$ cat config.mk
export PLATFORM = sky130hd
export DESIGN_NAME = rps_rr_arb
export DESIGN_NICKNAME = d
export VERILOG_FILES = /design/src/rtl/rps_rr_arb.sv
export SDC_FILE = /design/constraint.sdc
export NUM_CORES = 1
export LEC_CHECK = 0
export ABC_AREA = 0
export BUFFER_PORTS_ARGS = -buffer_cell sky130_fd_sc_hd__clkbuf_2
export CORE_UTILIZATION = 55
export CTS_BUF_LIST = sky130_fd_sc_hd__clkbuf_8
export DETAILED_ROUTE_END_ITERATION = 16
export GPL_TIMING_DRIVEN = 0
export PLACE_DENSITY = 0.8
export SLEW_MARGIN = 20
export SYNTH_ARGS = -nofsm -noshare
export SYNTH_HDL_FRONTEND = slang
export SYNTH_SLANG_ARGS = --single-unit
$ cat constraint.sdc
create_clock -name clock -period 7.5 [get_ports clock]
set_input_delay 0 -clock clock [delete_from_list [all_inputs] [get_ports clock]]
set_output_delay 0 -clock clock [all_outputs]
set_load 0.005 [all_outputs]
$ cat src/rtl/rps_rr_arb.sv
// rps_rr_arb: N-way rotating-priority arbiter with grant lock.
// Same-cycle grant from registered pointer and lock state.
module rps_rr_arb #(
  parameter int N  = 8,
  parameter int IW = $clog2(N)
) (
  input  logic          clock,
  input  logic          reset_n,
  input  logic          en,
  input  logic [N-1:0]  req,
  input  logic          hold,
  output logic [N-1:0]  gnt,
  output logic          gnt_valid,
  output logic [IW-1:0] gnt_idx,
  output logic [IW-1:0] ptr,
  output logic          locked
);

  logic [IW-1:0] lock_idx;
  logic [IW-1:0] sel_idx;
  logic          sel_hit;
  logic [IW-1:0] cand;
  logic          lock_hit;
  logic [IW-1:0] win_idx;
  logic          win;

  // Rotating search: first requester at or after ptr, wrapping.
  always_comb begin
    sel_idx = '0;
    sel_hit = 1'b0;
    cand    = '0;
    for (int k = N - 1; k >= 0; k--) begin
      cand = ptr + IW'(k);
      if (req[cand]) begin
        sel_hit = 1'b1;
        sel_idx = cand;
      end
    end
  end

  // Lock wins while its owner still requests; otherwise fall through.
  always_comb begin
    lock_hit  = locked & req[lock_idx];
    win_idx   = lock_hit ? lock_idx : sel_idx;
    win       = (lock_hit | sel_hit) & en & reset_n;
    gnt_valid = win;
    gnt_idx   = win ? win_idx : '0;
    gnt       = win ? (N'(1) << win_idx) : '0;
  end

  // Pointer and lock update; frozen while disabled.
  always_ff @(posedge clock or negedge reset_n) begin
    if (!reset_n) begin
      ptr      <= '0;
      locked   <= 1'b0;
      lock_idx <= '0;
    end else if (en) begin
      if (gnt_valid && hold) begin
        locked   <= 1'b1;
        lock_idx <= gnt_idx;
      end else if (gnt_valid) begin
        locked <= 1'b0;
        ptr    <= gnt_idx + IW'(1);
      end else begin
        locked <= 1'b0;
      end
    end
  end

endmodule

==> flow_metrics.py <==
metrics = {
    "placed_design": {
        "gp_congestion": 0.8939,
        "place_ws_ps": 3433,
        "post-dp-hpwl_um": 2592,
        "port_buffers": 27,
    },
    "timing": {
        "skew_ps": 7.821,
        "final.period_utilization": 0.5743,
        "setup_viol": 0,
        "timing.final.max_slew_violations": 0,
        "worst_slew_pin_slew_ps": 719.4,
        "tns_ps": 0,
        "post-route-min-period_ps": 4307,
        "clock.fmax_mhz": 232.2,
        "slew_headroom": 0.5128,
        "hold_violations": 0,
        "layout_setup_ws_ps": 3193,
        "grt_setup_unrepaired": "false",
    },
    "global_route": {
        "grt_pass1_wl_um": 5802,
        "track_usage": 0.3048,
        "grt_util_met2": 0.5089,
        "grt_max_degree": 11,
        "grt.busiest_layer": "met2",
        "grt_pass1_vias": 1235,
        "use_met3": 0.02121,
        "grt_antenna_before_repair": 0,
        "grt_use_met1": 0.4038,
        "grt_overflow": 0,
    },
    "floorplan": {
        "core_area_sq_mm": 0.002233,
        "die_area_sq_mm": 0.002569,
        "chipHeight_um": 50.69,
        "core.rowCount": 17,
        "dieWidth_um": 50.69,
        "start_util": 0.5838,
        "ioPinCount": 28,
    },
    "clock_network": {
        "clock_latency_ps": 240,
        "root_buffer": "clkbuf_8",
        "postCtsSetupBuffers": 0,
        "clk_pin_slew_ps": 40,
        "cts_tree": "built",
        "clockBufferDepth": 2,
        "cts-resized-gates": 0,
        "cts_buffers": 3,
        "cts.sinks": 7,
        "h-tree-depth": 1,
    },
    "power": {
        "p_leak_nw": 0.6598,
        "power.total_mw": 0.8565,
        "switchingPower_mw": 0.4499,
        "p_comb_frac": 0.860,
        "powerDensity_mw_per_mm2": 560.2,
        "p_int_mw": 0.4066,
        "ir_worst_vdd_mv": 0.3623,
        "clockPowerShare": 0.062,
        "switching_share": 0.5253,
        "seq_power_share": 0.078,
    },
    "cells_and_area": {
        "drive_above_1_share": 0.3257,
        "nFillCells": 187,
        "nNetsFinal": 190,
        "fin_util": 0.6846,
        "area_growth_pct": 17.27,
        "diodes": 0,
    },
    "yosys": {
        "ys_ff_latch": 7,
        "synth.distinct_cells": 54,
        "synth_area_leader_cell": "mux4_2",
        "synth_top_area_frac": 0.1900,
        "synth.area.top_cells": "mux4_2, dfrtp_1, mux2i_1",
        "synthMuxAreaShare": 0.3474,
        "synth_edf_count": 0,
        "post-synth-top-count-cell": "nor2_1",
        "netlist_instances": 143,
        "synth_fa_ha_area_frac": 0.01919,
        "synth.top_cells.by_count": "nor2_1, mux4_2, nand2_1, mux2i_1, inv_1",
        "synth-simple-area-share": 0.1804,
        "seq_area_frac_synth": 0.1344,
        "synth_top_family_by_area": "multiplexers",
        "syn-cell-area_sq_mm": 0.001304,
        "syn_avg_cell_area_sq_um": 9.117,
        "yosys_warnings": 0,
        "synthArstFlopShare": 1.000,
        "synth_compound_area_frac": 0.2322,
        "synth-xor-area-share": 0.02687,
        "syn_nets": 157,
        "synthFlopType": "dfrtp_1",
    },
    "run_status": {
        "status": "finished clean",
    },
    "setup_path": {
        "path_class": "reg -> out",
        "critPathLaunchType": "register",
        "slowest_delay_ps": 460,
        "critPathArrivalTime_ps": 4310,
        "crit_path_end_kind": "output port",
        "cp_slowest_cell": "mux4_2",
        "cp_max_fo": 10,
        "crit_chain": "buf_6 -> clkbuf_1 -> inv_1 -> ha_1 -> clkbuf_1 -> mux4_2 -> mux2_4 -> or3_4 -> a221o_1 -> a31oi_4 -> nand2_1 -> nor2_1 -> clkbuf_2",
        "cpMostUsedCell": "clkbuf_1",
        "required_ps": 7500,
    },
    "routing": {
        "drc": 0,
        "post_drt_wl_per_cell_um": 17.23,
        "avgViaCountPerCell": 6.522,
        "drtAntennaViolNets": 0,
        "routed_wl_um": 3497,
        "drtIter0Drc": 54,
        "firstDrtPassIters": 4,
        "vias": 1324,
    },
    "run": {
        "drv_cap": 0,
    },
    "worst_hold_path": {
        "hp-class": "in -> reg",
    },
}
cell type report:
cell class	instances	area [sq um]	area share
multi-input combinational	118	1051	0.6874
clock buffer	3	41.29	0.02700
buffer	8	40.04	0.02619
tap	28	35.03	0.02291
timing repair buffer	28	145.1	0.09493
sequential	7	175.2	0.1146
inverter	10	37.54	0.02455
clock inverter	1	3.754	0.002455
layer usage:
metal  share of wire  vias to the layer above  wire length, um
li1                -                      626                -
met1            0.43                      622             1509
met2            0.48                       67             1686
met3           0.062                        9              217
met4           0.024                        0               84
met5               0                        -                0
final timing paths:
kind | startpoint | endpoint | slack, ps | cells past startpoint
setup / recovery | ptr[0]$_DFFE_PN0P_ | gnt[1] | 3190 | 13
hold / removal | en | locked$_DFFE_PN0P_ | 10 | 2
setup reg to reg | ptr[0]$_DFFE_PN0P_ | lock_idx[0]$_DFFE_PN0P_ | 3340 | 12
hold reg to reg | lock_idx[1]$_DFFE_PN0P_ | lock_idx[1]$_DFFE_PN0P_ | 570 | 2
max in group asynchronous | reset_n | ptr[0]$_DFFE_PN0P_ | 7130 | 2
min in group asynchronous | reset_n | locked$_DFFE_PN0P_ | 170 | 2
power by group through the flow:
stage / Clock, mW / Sequential (mW) / Combinational (mW)
final: 0.0532 / 0.0665 / 0.737
after global routing: 0.0560 / 0.0685 / 0.800
after CTS: 0.0525 / 0.0665 / 0.724
after detailed placement: 0 / 0.0669 / 0.718
after global placement: 0 / 0.0666 / 0.701
after floorplan: 0 / 0.0662 / 0.569
sequential cells by signal, indices dropped and copies added (netlist names):
signal and count:
lock_idx 3, ptr 3, locked 1
metrics by stage:
stage / std cells / instance area (sq um) / hold WS, ps
floorplan: 143 / 1304 / -295.6
global placement: 198 / 1474 / -140.0
detailed placement: 198 / 1474 / -140.6
CTS: 203 / 1529 / 19.07
global route: 203 / 1529 / 20.46
finish: 203 / 1529 / 10.50
worst max-delay path: cells and delay by family, from the launching register on:
kind / cells / cell delay (ps)
buffers and inverters: 5 / 1290
muxes: 2 / 780
DFF: 1 / 370
and+or+nand+nor: 3 / 670
adders and majority gates: 1 / 310
AOI/OAI and AO/OA: 2 / 670
cells by family after synthesis:
group	Yosys count
XOR/XNOR	4
flip-flops	7
AND/OR/NAND/NOR	46
multiplexers	30
AO/OA/AOI/OAI	36
buffers and inverters	18
adder cells (fa/ha/maj)	2
cell usage in the layout (no fill, tap or decap), types with 3 or more instances in the layout:
cell and instances:
mux2_2 7, clkbuf_1 5, nor2_1 12, clkbuf_8 3
a221o_1 3, mux2i_1 10, inv_1 9, nand2b_1 3
mux4_2 11, nor2b_1 3, nand2_1 11, clkbuf_2 27
a21oi_1 5, dfrtp_1 7, nor3_1 4, o21ai_0 4
what timing repair did:
| action | in CTS | in global routing |
|---|---|---|
| endpoints found under the hold margin | 7 | 0 |
| hold buffers | 1 | 0 |
| endpoints found under the setup margin | 0 | 0 |
Power figures use the tool's default switching activity.
